File: config.mk
export PLATFORM = sky130hd
export DESIGN_NAME = game_timer
export DESIGN_NICKNAME = d
export VERILOG_FILES = /design/src/rtl/game_timer.sv
export SDC_FILE = /design/constraint.sdc
export NUM_CORES = 1
export LEC_CHECK = 0
export CORE_MARGIN = 10
export CORE_UTILIZATION = 35
export DETAILED_ROUTE_END_ITERATION = 8
export DONT_BUFFER_PORTS = 1
export GPL_ROUTABILITY_DRIVEN = 0
export SETUP_SLACK_MARGIN = 0.1
export SKIP_LAST_GASP = 1
export SLEW_MARGIN = 30
export SYNTH_ARGS = -nofsm -noshare
export SYNTH_HDL_FRONTEND = slang
export SYNTH_SLANG_ARGS = --single-unit
File: constraint.sdc
create_clock -name clock_in -period 6.4 [get_ports clock_in]
set_input_delay 1.28 -clock clock_in [delete_from_list [all_inputs] [get_ports clock_in]]
set_output_delay 1.28 -clock clock_in [all_outputs]
set_load 0.005 [all_outputs]
File: src/rtl/game_timer.sv
// Countdown game clock (MM:SS, BCD) driven by a slow divided-clock tap.
// The tap is synchronized and edge-detected, prescaled to game seconds, and counted down to 00:00.
module game_timer #(
  parameter int TICKS_PER_SEC = 1000,
  parameter int PRESC_W       = 16
) (
  input  logic       clock_in,
  input  logic       reset_n,
  input  logic       tick_in,
  input  logic       start,
  input  logic       pause,
  input  logic       load,
  input  logic [7:0] load_min,
  input  logic [7:0] load_sec,
  output logic [3:0] min_tens,
  output logic [3:0] min_ones,
  output logic [3:0] sec_tens,
  output logic [3:0] sec_ones,
  output logic       running,
  output logic       sec_pulse,
  output logic       expired,
  output logic       load_err
);

  // state   | meaning
  // IDLE    | loaded (or reset), waiting for start
  // RUN     | counting down on prescaled tap edges
  // PAUSED  | halted, prescaler phase preserved
  // EXPIRED | reached 00:00, waiting for a load
  typedef enum logic [1:0] {IDLE, RUN, PAUSED, EXPIRED} state_t;

  state_t              r_state, w_state_nxt;
  logic                r_sync1, r_sync2, r_prev;
  logic [PRESC_W-1:0]  r_presc;
  logic [3:0]          r_mt, r_mo, r_st, r_so;
  logic [3:0]          w_mt, w_mo, w_st, w_so;
  logic                r_running, r_sec_pulse, r_expired, r_load_err;
  logic                w_tick_edge, w_load_ok, w_load_acc, w_zero, w_dec_zero, w_wrap, w_presc_max;

  assign w_tick_edge = r_sync2 & ~r_prev;
  assign w_load_ok   = (load_min[7:4] <= 4'd9) && (load_min[3:0] <= 4'd9) &&
                       (load_sec[7:4] <= 4'd5) && (load_sec[3:0] <= 4'd9);
  assign w_load_acc  = load & w_load_ok;
  assign w_zero      = ({r_mt, r_mo, r_st, r_so} == 16'h0000);
  assign w_presc_max = (r_presc == PRESC_W'(TICKS_PER_SEC - 1));
  assign w_wrap      = (r_state == RUN) && w_tick_edge && w_presc_max && !w_zero;
  assign w_dec_zero  = ({w_mt, w_mo, w_st, w_so} == 16'h0000);

  // Cascaded BCD borrow: seconds ones, seconds tens (mod 6), minutes ones, minutes tens.
  always_comb begin
    w_mt = r_mt;
    w_mo = r_mo;
    w_st = r_st;
    w_so = r_so;
    if (r_so != 4'd0) begin
      w_so = r_so - 4'd1;
    end else begin
      w_so = 4'd9;
      if (r_st != 4'd0) begin
        w_st = r_st - 4'd1;
      end else begin
        w_st = 4'd5;
        if (r_mo != 4'd0) begin
          w_mo = r_mo - 4'd1;
        end else begin
          w_mo = 4'd9;
          w_mt = r_mt - 4'd1;
        end
      end
    end
  end

  always_comb begin
    w_state_nxt = r_state;
    if (load) begin
      if (w_load_ok) w_state_nxt = IDLE;
    end else begin
      case (r_state)
        IDLE:    if (start && !w_zero) w_state_nxt = RUN;
        RUN: begin
          if (w_wrap && w_dec_zero) w_state_nxt = EXPIRED;
          else if (pause)           w_state_nxt = PAUSED;
        end
        PAUSED:  if (start && !pause) w_state_nxt = RUN;
        EXPIRED: w_state_nxt = EXPIRED;
        default: w_state_nxt = IDLE;
      endcase
    end
  end

  always_ff @(posedge clock_in or negedge reset_n) begin
    if (!reset_n) r_state <= IDLE;
    else          r_state <= w_state_nxt;
  end

  always_ff @(posedge clock_in or negedge reset_n) begin
    if (!reset_n) begin
      r_sync1     <= 1'b0;
      r_sync2     <= 1'b0;
      r_prev      <= 1'b0;
      r_presc     <= '0;
      r_mt        <= 4'd0;
      r_mo        <= 4'd0;
      r_st        <= 4'd0;
      r_so        <= 4'd0;
      r_running   <= 1'b0;
      r_sec_pulse <= 1'b0;
      r_expired   <= 1'b0;
      r_load_err  <= 1'b0;
    end else begin
      r_sync1     <= tick_in;
      r_sync2     <= r_sync1;
      r_prev      <= r_sync2;
      r_running   <= (w_state_nxt == RUN);
      r_sec_pulse <= w_wrap & ~load;
      r_expired   <= w_wrap & w_dec_zero & ~load;
      r_load_err  <= load & ~w_load_ok;
      // A rejected load freezes everything for that cycle; an accepted one wins over a wrap.
      if (w_load_acc) begin
        r_presc <= '0;
        r_mt    <= load_min[7:4];
        r_mo    <= load_min[3:0];
        r_st    <= load_sec[7:4];
        r_so    <= load_sec[3:0];
      end else if (!load) begin
        if (r_state == RUN && w_tick_edge) begin
          r_presc <= w_presc_max ? '0 : r_presc + 1'b1;
        end
        if (w_wrap) begin
          r_mt <= w_mt;
          r_mo <= w_mo;
          r_st <= w_st;
          r_so <= w_so;
        end
      end
    end
  end

  assign min_tens  = r_mt;
  assign min_ones  = r_mo;
  assign sec_tens  = r_st;
  assign sec_ones  = r_so;
  assign running   = r_running;
  assign sec_pulse = r_sec_pulse;
  assign expired   = r_expired;
  assign load_err  = r_load_err;

endmodule
After elaboration in Yosys (flattened, before gate mapping)
Cells that the tools add are included.
{ "op_classes": {"magnitude_cmp": 4, "eq_ne": 6, "muxes": 32, "bitwise_logic": 9, "n_reduce_logical": 21, "n_addsub": 5} }
{ "ops": {"columns": ["op", "n"], "rows": [
  ["$mux W4", 21],
  ["$mux W16", 4],
  ["$logic_not A16 Y1", 2],
  ["$add A16 B1 Y16 const B", 1],
  ["$eq A16 B10 Y1 const B", 1],
  ["$sub A4 B1 Y4 const B", 4],
  ["$le A4 B4 Y1 const B", 3],
  ["$mux W2", 6],
  ["$reduce_bool A4 Y1", 3],
  ["$logic_and A1 B1 Y1", 9],
  ["$pmux W2 S4", 1],
  ["$and A1 B1 Y1", 6],
  ["$eq A2 B1 Y1 const B", 2],
  ["$eq A2 B2 Y1 const B", 2],
  ["$le A4 B3 Y1 const B", 1],
  ["$reduce_and A2 Y1", 2],
  ["$reduce_bool A2 Y1", 2],
  ["$not A1 Y1", 3],
  ["$logic_not A1 Y1", 2],
  ["$logic_not A2 Y1", 1],
  ["$ne A2 B1 Y1 const B", 1]
]} }
{ "word_totals": {"reg_bits": 41, "in_bits": 22, "wordCells": 90} }

Logic depth before layout (Yosys ltp)
Gate-level depths: netlist of the first run.
{ "logic_depth": {"depth_word": 10, "ltp_mapped": 8} }

Worst setup path after synthesis of the first run
Ideal clock, no wire load.
{ "synth_timing": {"path_kind": "input -> register", "startpoint": "input port load", "endpoint": "register r_so[3] (netlist: sec_ones[3])", "setup_slack_ns": 3.503, "n_path_buf": 2, "path_stages": 7, "required_ns": 6.274, "setup_ns": 0.126, "t_arrival_ns": 2.771, "path_cell_list": "clkbuf_1 -> inv_1 -> nand2_1 -> or3_1 -> buf_2 -> or2_2 -> a221o_1"} }
{ "synth_between": {"elab_chain_cells": 3, "elab_cells_between_ends": 5, "classes_between": "eq/ne (1); mux (1); bitwise (1); reduce/logical (2)"} }
{ "synth_rtl": {"columns": ["element", "line_no", "source"], "rows": [
  ["from (decl)", "12", "input logic load,"],
  ["$and A1 B1 Y1", "43", "assign w_load_acc = load & w_load_ok;"],
  ["$ne A2 B1 Y1 (no source line) / $reduce_bool A2 Y1 (equally long branches)", null, null],
  ["$reduce_and A2 Y1 (no source line)", null, null],
  ["to (signal assigned)", "124", "r_so <= load_sec[3:0];"],
  ["to (signal assigned)", "133", "r_so <= w_so;"],
  ["to (decl)", "35", "logic [3:0] r_mt, r_mo, r_st, r_so;"]
]} }
Several ways; a longest one is shown, not always the timed one.
A chain may end at the register's enable or synchronous reset.

Worst setup path in the final report of the first run
{ "layout_timing": {"startpoint": "input port load_min[5]", "endpoint": "register r_so[3] (netlist: sec_ones[3])"} }
{ "layout_between": {"elab_chain_cells": 7, "elab_cells_between_ends": 9, "classes_between": "order compare (1); eq/ne (1); mux (1); bitwise (1); reduce/logical (5)"} }
{ "layout_rtl": {"columns": ["element", "line_no", "source"], "rows": [
  ["from (decl)", "13", "input logic [7:0] load_min,"],
  ["$le A4 B4 Y1 *", "41", "assign w_load_ok = (load_min[7:4] <= 4'd9) && (load_min[3:0] <= 4'd9) &&"],
  ["$logic_and A1 B1 Y1 * (2 in a row)", "41", null],
  ["$logic_and A1 B1 Y1 *", "42", "(load_sec[7:4] <= 4'd5) && (load_sec[3:0] <= 4'd9);"],
  ["$and A1 B1 Y1 *", "43", null],
  ["$ne A2 B1 Y1 (no source line) / $reduce_bool A2 Y1 (equally long branches)", null, null],
  ["$reduce_and A2 Y1 (no source line)", null, null]
]} }
Every way passes the cells marked *; elsewhere a longest branch is shown, timed or not.

==> results of run 1 <==
[path summary, 6_finish.rpt]
check | slack [ps] | endpoint | from | cells after the start
worst max-delay path | 3530 | sec_ones[3] | load_min[5] | 5
worst min-delay path | 350 | r_sync2 | r_sync1 | 0
worst max register to register | 3600 | min_tens[3] | sec_ones[3] | 5
worst min register to register | 350 | r_sync2 | r_sync1 | 0
max in group asynchronous | 5640 | expired | reset_n | 0
min in group asynchronous | 660 | r_presc[12] | reset_n | 0
[power by group through the flow]
stage          Sequential, mW  Combinational [mW]  Clock, mW
6_report                0.387               0.174      0.180
5_1_grt                 0.399               0.199      0.196
4_1_cts                 0.386               0.172      0.183
3_5_place_dp            0.392               0.171          0
3_3_place_gp            0.390               0.167          0
2_1_floorplan           0.356               0.156          0
[per-stage QoR]
stage	cell area [sq um]	power [mW]	hold WS (ps)	std cells	worst slack, ps
floorplan	2490	0.512	331	282	3500
CTS	2660	0.742	353	375	3570
global placement	2570	0.556	338	368	3320
detailed placement	2570	0.563	335	368	3240
finish	2660	0.741	351	375	3530
global route	2660	0.794	375	375	3400
[registers in the layout, indices dropped and copies added, names as in the netlist]
| register | cells |
|---|---|
| expired | 1 |
| load_err | 1 |
| min_ones | 4 |
| min_tens | 4 |
| r_presc | 16 |
| r_prev | 1 |
| r_state | 2 |
| r_sync1 | 1 |
| r_sync2 | 1 |
| running | 1 |
| sec_ones | 4 |
| sec_pulse | 1 |
| sec_tens | 4 |
[worst register-to-register path, stage by stage (launching register included)]
cell and delay (ps):
dfrtp_1 480, or4_4 590, or4_4 580, nor4_4 570, a211oi_1 170, a211o_1 300
[placed cells by master (no fill, tap or decap), types with 2 or more instances in the layout]
master	count
a21oi_1	18
a221o_1	2
a31oi_1	3
and2_1	2
and3_1	4
clkbuf_8	6
dfrtp_1	41
ha_1	3
inv_1	9
mux2_2	2
mux2i_1	2
nand2_1	30
nand2b_1	2
nand3_1	15
nand4_1	3
nand4b_1	2
nand4bb_1	2
nor2_1	18
nor3_1	10
nor4_1	7
nor4bb_1	2
o211ai_1	4
o21ai_0	21
o311ai_0	2
o31ai_1	8
or3_1	14
or4_1	11
or4_4	3
xor2_1	2
[cell families (layout without fill, tap and decap cells)]
family          Yosys count  count (layout)  synth area share (%)
simple gates            138             138                  32.5
fa+ha+maj                 3               3                  1.51
compound gates           73              73                  18.7
xor+xnor                  3               3                  1.06
flops                    41              41                  41.2
buf+inv                  20              17                  3.37
mux                       4               4                  1.71
[final cells by class]
cell class	instances	share of cell area, %
inverter	9	1.27
sequential	41	38.5
clock buffer	6	3.10
multi-input combinational	221	52.0
timing repair buffer	1	0.282
clock inverter	1	0.282
tap	96	4.51
[routing by layer]
metal / GRT usage [%] / up-vias
met5: 0 / -
met4: 4.37 / 0
met3: 3.41 / 12
met2: 18.2 / 59
met1: 16.4 / 1093
li1: - / 1075
==> metrics.csv, run 1 <==
stage;metric;value;unit
logic_synthesis;synth.cell_area;2490;sq um
logic_synthesis;synth_top_area_share;41.2;%
logic_synthesis;yosys_warnings;0;
critical_path;slowest_stage;nand2_1;
logic_synthesis;synth_area_per_cell;8.82;sq um
detailed_routing;route.met2.wl;3060;microns
logic_synthesis;async_flop_share;100;%
power;seq_power_share;52.3;%
grt;track_usage;12.2;%
logic_synthesis;synth_seq_cells;41;
sta;fin_skew;11.4;ps
logic_synthesis;syn_inst;282;
grt;antenna_found_initial;0;
power;worst_ir_drop_vdd;0.000127;V
detailed_routing;drt-total-wl;6670;microns
logic_synthesis;yosysTopAreaCell;dfrtp_1;
finish;multi_input_area;1390;sq um
floorplanning;initial_core_util;36.2;%
floorplanning;io_pins;42;
clocking;root_buffer;clkbuf_8;
power;power_density;278;nW/um^2
clocking;ctsResizeCount;0;
detailed_routing;ant_nets;0;
placed_design;dp_hpwl;4870;microns
power;clkPwrFrac;24.3;%
logic_synthesis;synth.most_common_cell;dfrtp_1;
finish;register_area;1030;sq um
logic_synthesis;synthTopCellsByArea;dfrtp_1 (41%), nand2_1 (4.5%), o21ai_0 (4.2%);
sta;max_freq;348;MHz
power;internal-power;470;uW
critical_path;critPathBufInv;0;
logic_synthesis;synthFlopType;dfrtp_1;
critical_path;crit_path_end_kind;flop;
detailed_routing;drc;0;
critical_path;path_class;input port to flop;
detailed_routing;wl_met1;3010;microns
finish;diodes;0;
clocking;clock_latency;300;ps
detailed_routing;vias_per_cell;5.97;
finish;fin_util;38.8;%
worst_hold_path;min_path_type;flop to flop;
critical_path;crit_required;6590;ps
clocking;cts.sinks;41;
power;p_switching;271;uW
floorplanning;dieArea;10900;sq um
clocking;postCtsSetupRepairBufs;0;
job;cap_viol_max_count;0;
grt;overflow;0;
critical_path;arrival;3060;ps
critical_path;cp_max_fo;19;
floorplanning;die_w;104;microns
sta;setup_violations;0;
power;p_leak;0.970;nW
sta;period_needed;2870;ps
logic_synthesis;synth_nets;307;
grt;grt_pass1_wl;11300;microns
logic_synthesis;synth_common_cells;dfrtp_1 (41), nand2_1 (30), o21ai_0 (21);
critical_path;path_delay_family;simple AND/OR/NAND/NOR gates;
logic_synthesis;synth-edff-count;0;
grt;grt_max_degree;42;
floorplanning;die_h;104;microns
outcome;outcome;finished, final reports clean;
floorplanning;row_count;30;
sta;hold_viol_final;0;
finish;fillers;706;
clocking;clk_pin_slew;80;ps
finish;area_delta_synth_final;6.99;%
placed_design;numPortBuffers;0;
clocking;cts_buffers;5;
clocking;cts_hold_buf;0;
critical_path;start_kind;input port;
critical_path;max_stage_delay;420;ps
logic_synthesis;ys_seq_area_share;41.2;%
sta;fin_crit_sh;44.9;%
sta;setup_tns;0;ps
detailed_routing;post_drt_wl_per_cell;17.8;microns
detailed_routing;drtPass1Iterations;4;
critical_path;crit_chain;o21ai_0 > and4_1 > nand2_1 > and2_1 > a221o_1;
finish;final_layout_size_suffix_gt1_share;6.81;%
logic_synthesis;synth_cell_types;59;
detailed_routing;highest_layer;met4;
sta;worstMarginPinSlew;656;ps
grt;grt_pass1_vias;2130;
finish;nets;304;
detailed_routing;vias;2239;
detailed_routing;drt-initial-drc-count;136;
power;switching_share;36.5;%
detailed_routing;met3_length;467;microns
sta;maxSlewHeadroom;56.3;%
clocking;htreeDepth;2;
sta;rsz0062_at_grt;false;
floorplanning;core_area;6870;sq um
sta;drv_slew;0;
power;comb_power_share;23.4;%
clocking;cts_buffer_depth;2;
clocking;tritoncts;yes;
Power figures use the tool's default switching activity.
==> run 2, diff against run 1 <==
==> constraint.sdc (replaced) <==
create_clock -name clock_in -period 2.6 [get_ports clock_in]
set_input_delay 0.52 -clock clock_in [delete_from_list [all_inputs] [get_ports clock_in]]
set_output_delay 0.52 -clock clock_in [all_outputs]
set_load 0.005 [all_outputs]
==> run 2 against run 1 <==
Die area unchanged. Clock skew decreased by 4.8 ps. Final area up 9.2%. Routed wire length up 5.0%. First-iteration DRC count grew 23%. Sequential power is 120% higher. Count of clock-buffer cells in the layout grew 1. Clock power increased to 3.0 times the previous value. Final cell count grew 7.2%. Highest routed layer unchanged. Non-clock buffer count is 26 higher.
==> metrics.csv, run 2 (synthesis gave the netlist of run 1 again) <==
stage;metric;value;unit;change
finish;diodes;0;;unchanged
clocking;root_buffer;clkbuf_8;;
floorplanning;die_w;104;microns;unchanged
detailed_routing;ant_nets;0;;unchanged
finish;mostFrequentLayoutCell;dfrtp_1;;
critical_path;start_kind;flop;;
critical_path;crit_required;2810;ps;-3780 ps
detailed_routing;post_drt_wl_per_cell;17.4;microns;-2.1%
floorplanning;core_area;6870;sq um;unchanged
floorplanning;initial_core_util;36.2;%;unchanged
finish;area_delta_synth_final;16.8;%;
finish;final_layout_size_suffix_gt1_share;15.4;%;+8.5 points
sta;drv_slew;0;;unchanged
critical_path;max_stage_delay;600;ps;+180 ps
sta;fin_crit_sh;92.7;%;
sta;hold_viol_final;0;;unchanged
grt;track_usage;12.9;%;+0.63 points
power;internal-power;1.34;mW;+190%
power;switching_share;33.9;%;-2.6 points
detailed_routing;vias_per_cell;5.70;;-4.5%
sta;max_freq;415;MHz;
clocking;cts_buffers;5;;unchanged
critical_path;cp-startpoint;r_presc[11];;
critical_path;crit_chain;or4_1 > nor4_2 > buf_4 > nand3_2 > or4_1 > a31oi_1;;
critical_path;arrival;2620;ps;-440 ps
finish;nets;330;;+8.6%
finish;most-common-layout-cells;dfrtp_1 (41), nand2_1 (30), buf_4 (26);;
outcome;outcome;finished, final reports clean;;
power;p_leak;1.12;nW;+16%
sta;period_needed;2410;ps;
clocking;postCtsSetupRepairBufs;0;;unchanged
placed_design;numPortBuffers;0;;unchanged
critical_path;rr_startpoint;r_presc[11];;
critical_path;cp_max_fo;5;;-14
clocking;clk_pin_slew;80;ps;about the same
sta;rsz0062_at_grt;true;;
floorplanning;row_count;30;;unchanged
critical_path;critPathMostFrequentCell;or4_1;;
floorplanning;dieArea;10900;sq um;unchanged
grt;grt_pass1_vias;2343;;+10%
sta;setup_tns;0;ps;unchanged
floorplanning;io_pins;42;;unchanged
finish;largest_reg_flops;16;;unchanged
power;clkPwrFrac;26.4;%;+2.1 points
sta;setup_violations;0;;unchanged
critical_path;crit_path_end_kind;flop;;
critical_path;path_class;flop to flop;;
power;comb_power_share;31.7;%;+8.3 points
grt;grt_max_degree;42;;unchanged
power;p_switching;689;uW;+150%
clocking;tritoncts;yes;;
detailed_routing;drtPass1Iterations;4;;unchanged
sta;maxSlewHeadroom;59.1;%;+2.8 points
power;worst_ir_drop_vdd;0.000357;V;+180%
detailed_routing;drt-total-wl;7000;microns;+5.0%
job;cap_viol_max_count;0;;unchanged
detailed_routing;drt-initial-drc-count;167;;+23%
sta;worstMarginPinSlew;608;ps;-47.3 ps
placed_design;dp_hpwl;5320;microns;+9.1%
detailed_routing;vias;2293;;+2.4%
grt;overflow;0;;unchanged
sta;hold-worst-slack;67.5;ps;-284 ps
clocking;cts.sinks;41;;unchanged
grt;grt_pass1_wl;11800;microns;+4.4%
finish;regMostFlops;r_presc;;
worst_hold_path;min_path_type;input port to asynchronous set/reset pin;;
power;seq_power_share;41.8;%;-11 points
detailed_routing;drc;0;;unchanged
clocking;htreeDepth;2;;unchanged
critical_path;slowest_stage;or4_1;;
grt;antenna_found_initial;0;;unchanged
critical_path;path_delay_family;simple AND/OR/NAND/NOR gates;;
clocking;cts_buffer_depth;2;;unchanged
power;power_density;699;nW/um^2;+150%
sta;fin_skew;6.61;ps;-4.77 ps
critical_path;critPathBufInv;1;;+1
clocking;clock_latency;290;ps;about the same
floorplanning;die_h;104;microns;unchanged
==> run 2: timing repair <==
action                     in CTS  in global routing
hold buffers                    1                  0
resized for setup               0                  3
setup endpoints to repair       1                  2
hold endpoints to repair       41                  0
pin swaps                       1                  0
==> run 2: power by group through the flow <==
stage	sequential, mW	clock [mW]	combinational (mW)
final	0.850	0.537	0.644
after global routing	0.872	0.576	0.726
after CTS	0.851	0.556	0.644
after detailed placement	0.862	0	0.627
after global placement	0.859	0	0.610
after floorplan	0.877	0	0.383
==> run 2: metrics by stage <==
stage | setup slack (ps) | instance area (sq um) | cells | power, mW | utilization, %
floorplan | 123 | 2490 | 282 | 1.26 | -
global placement | 156 | 2750 | 393 | 1.47 | 40.1
detailed placement | 101 | 2750 | 393 | 1.49 | 40.1
CTS | 102 | 2890 | 402 | 2.05 | 42.1
global route | 41.1 | 2910 | 402 | 2.17 | 42.3
finish | 190 | 2910 | 402 | 2.03 | 42.3
==> run 2: layer usage <==
metal | track usage (%) | vias up | share of wire (%)
met5 | 0 | - | 0
met4 | 3.88 | 0 | 1.6
met3 | 4.21 | 10 | 7.5
met2 | 19.6 | 65 | 45
met1 | 16.8 | 1091 | 46
li1 | - | 1127 | -
==> run 2: layout make-up <==
cell class	instances	area, sq um
Fill cell	679	3960
Multi-Input combinational cell	221	1400
Sequential cell	41	1030
Timing Repair Buffer	27	215
Tap cell	96	120
Clock buffer	7	86.3
Inverter	9	33.8
Clock inverter	1	30.0
==> run 2: final timing paths <==
path	to	slack, ps	depth (start not counted)
worst min-delay path	r_presc[0]	70	1
min in group clock_in	r_sync1	250	0
max in group asynchronous	min_tens[1]	2330	1
worst max register to register	min_ones[1]	190	6
worst min register to register	r_sync2	360	0
worst max-delay path	min_ones[1]	190	6
==> run 2: worst register-to-register path, stage by stage, from the launching register on <==
cell,delay [ps]
dfrtp_1,430
or4_1,600
nor4_2,310
buf_4,170
nand3_2,120
or4_1,500
a31oi_1,190
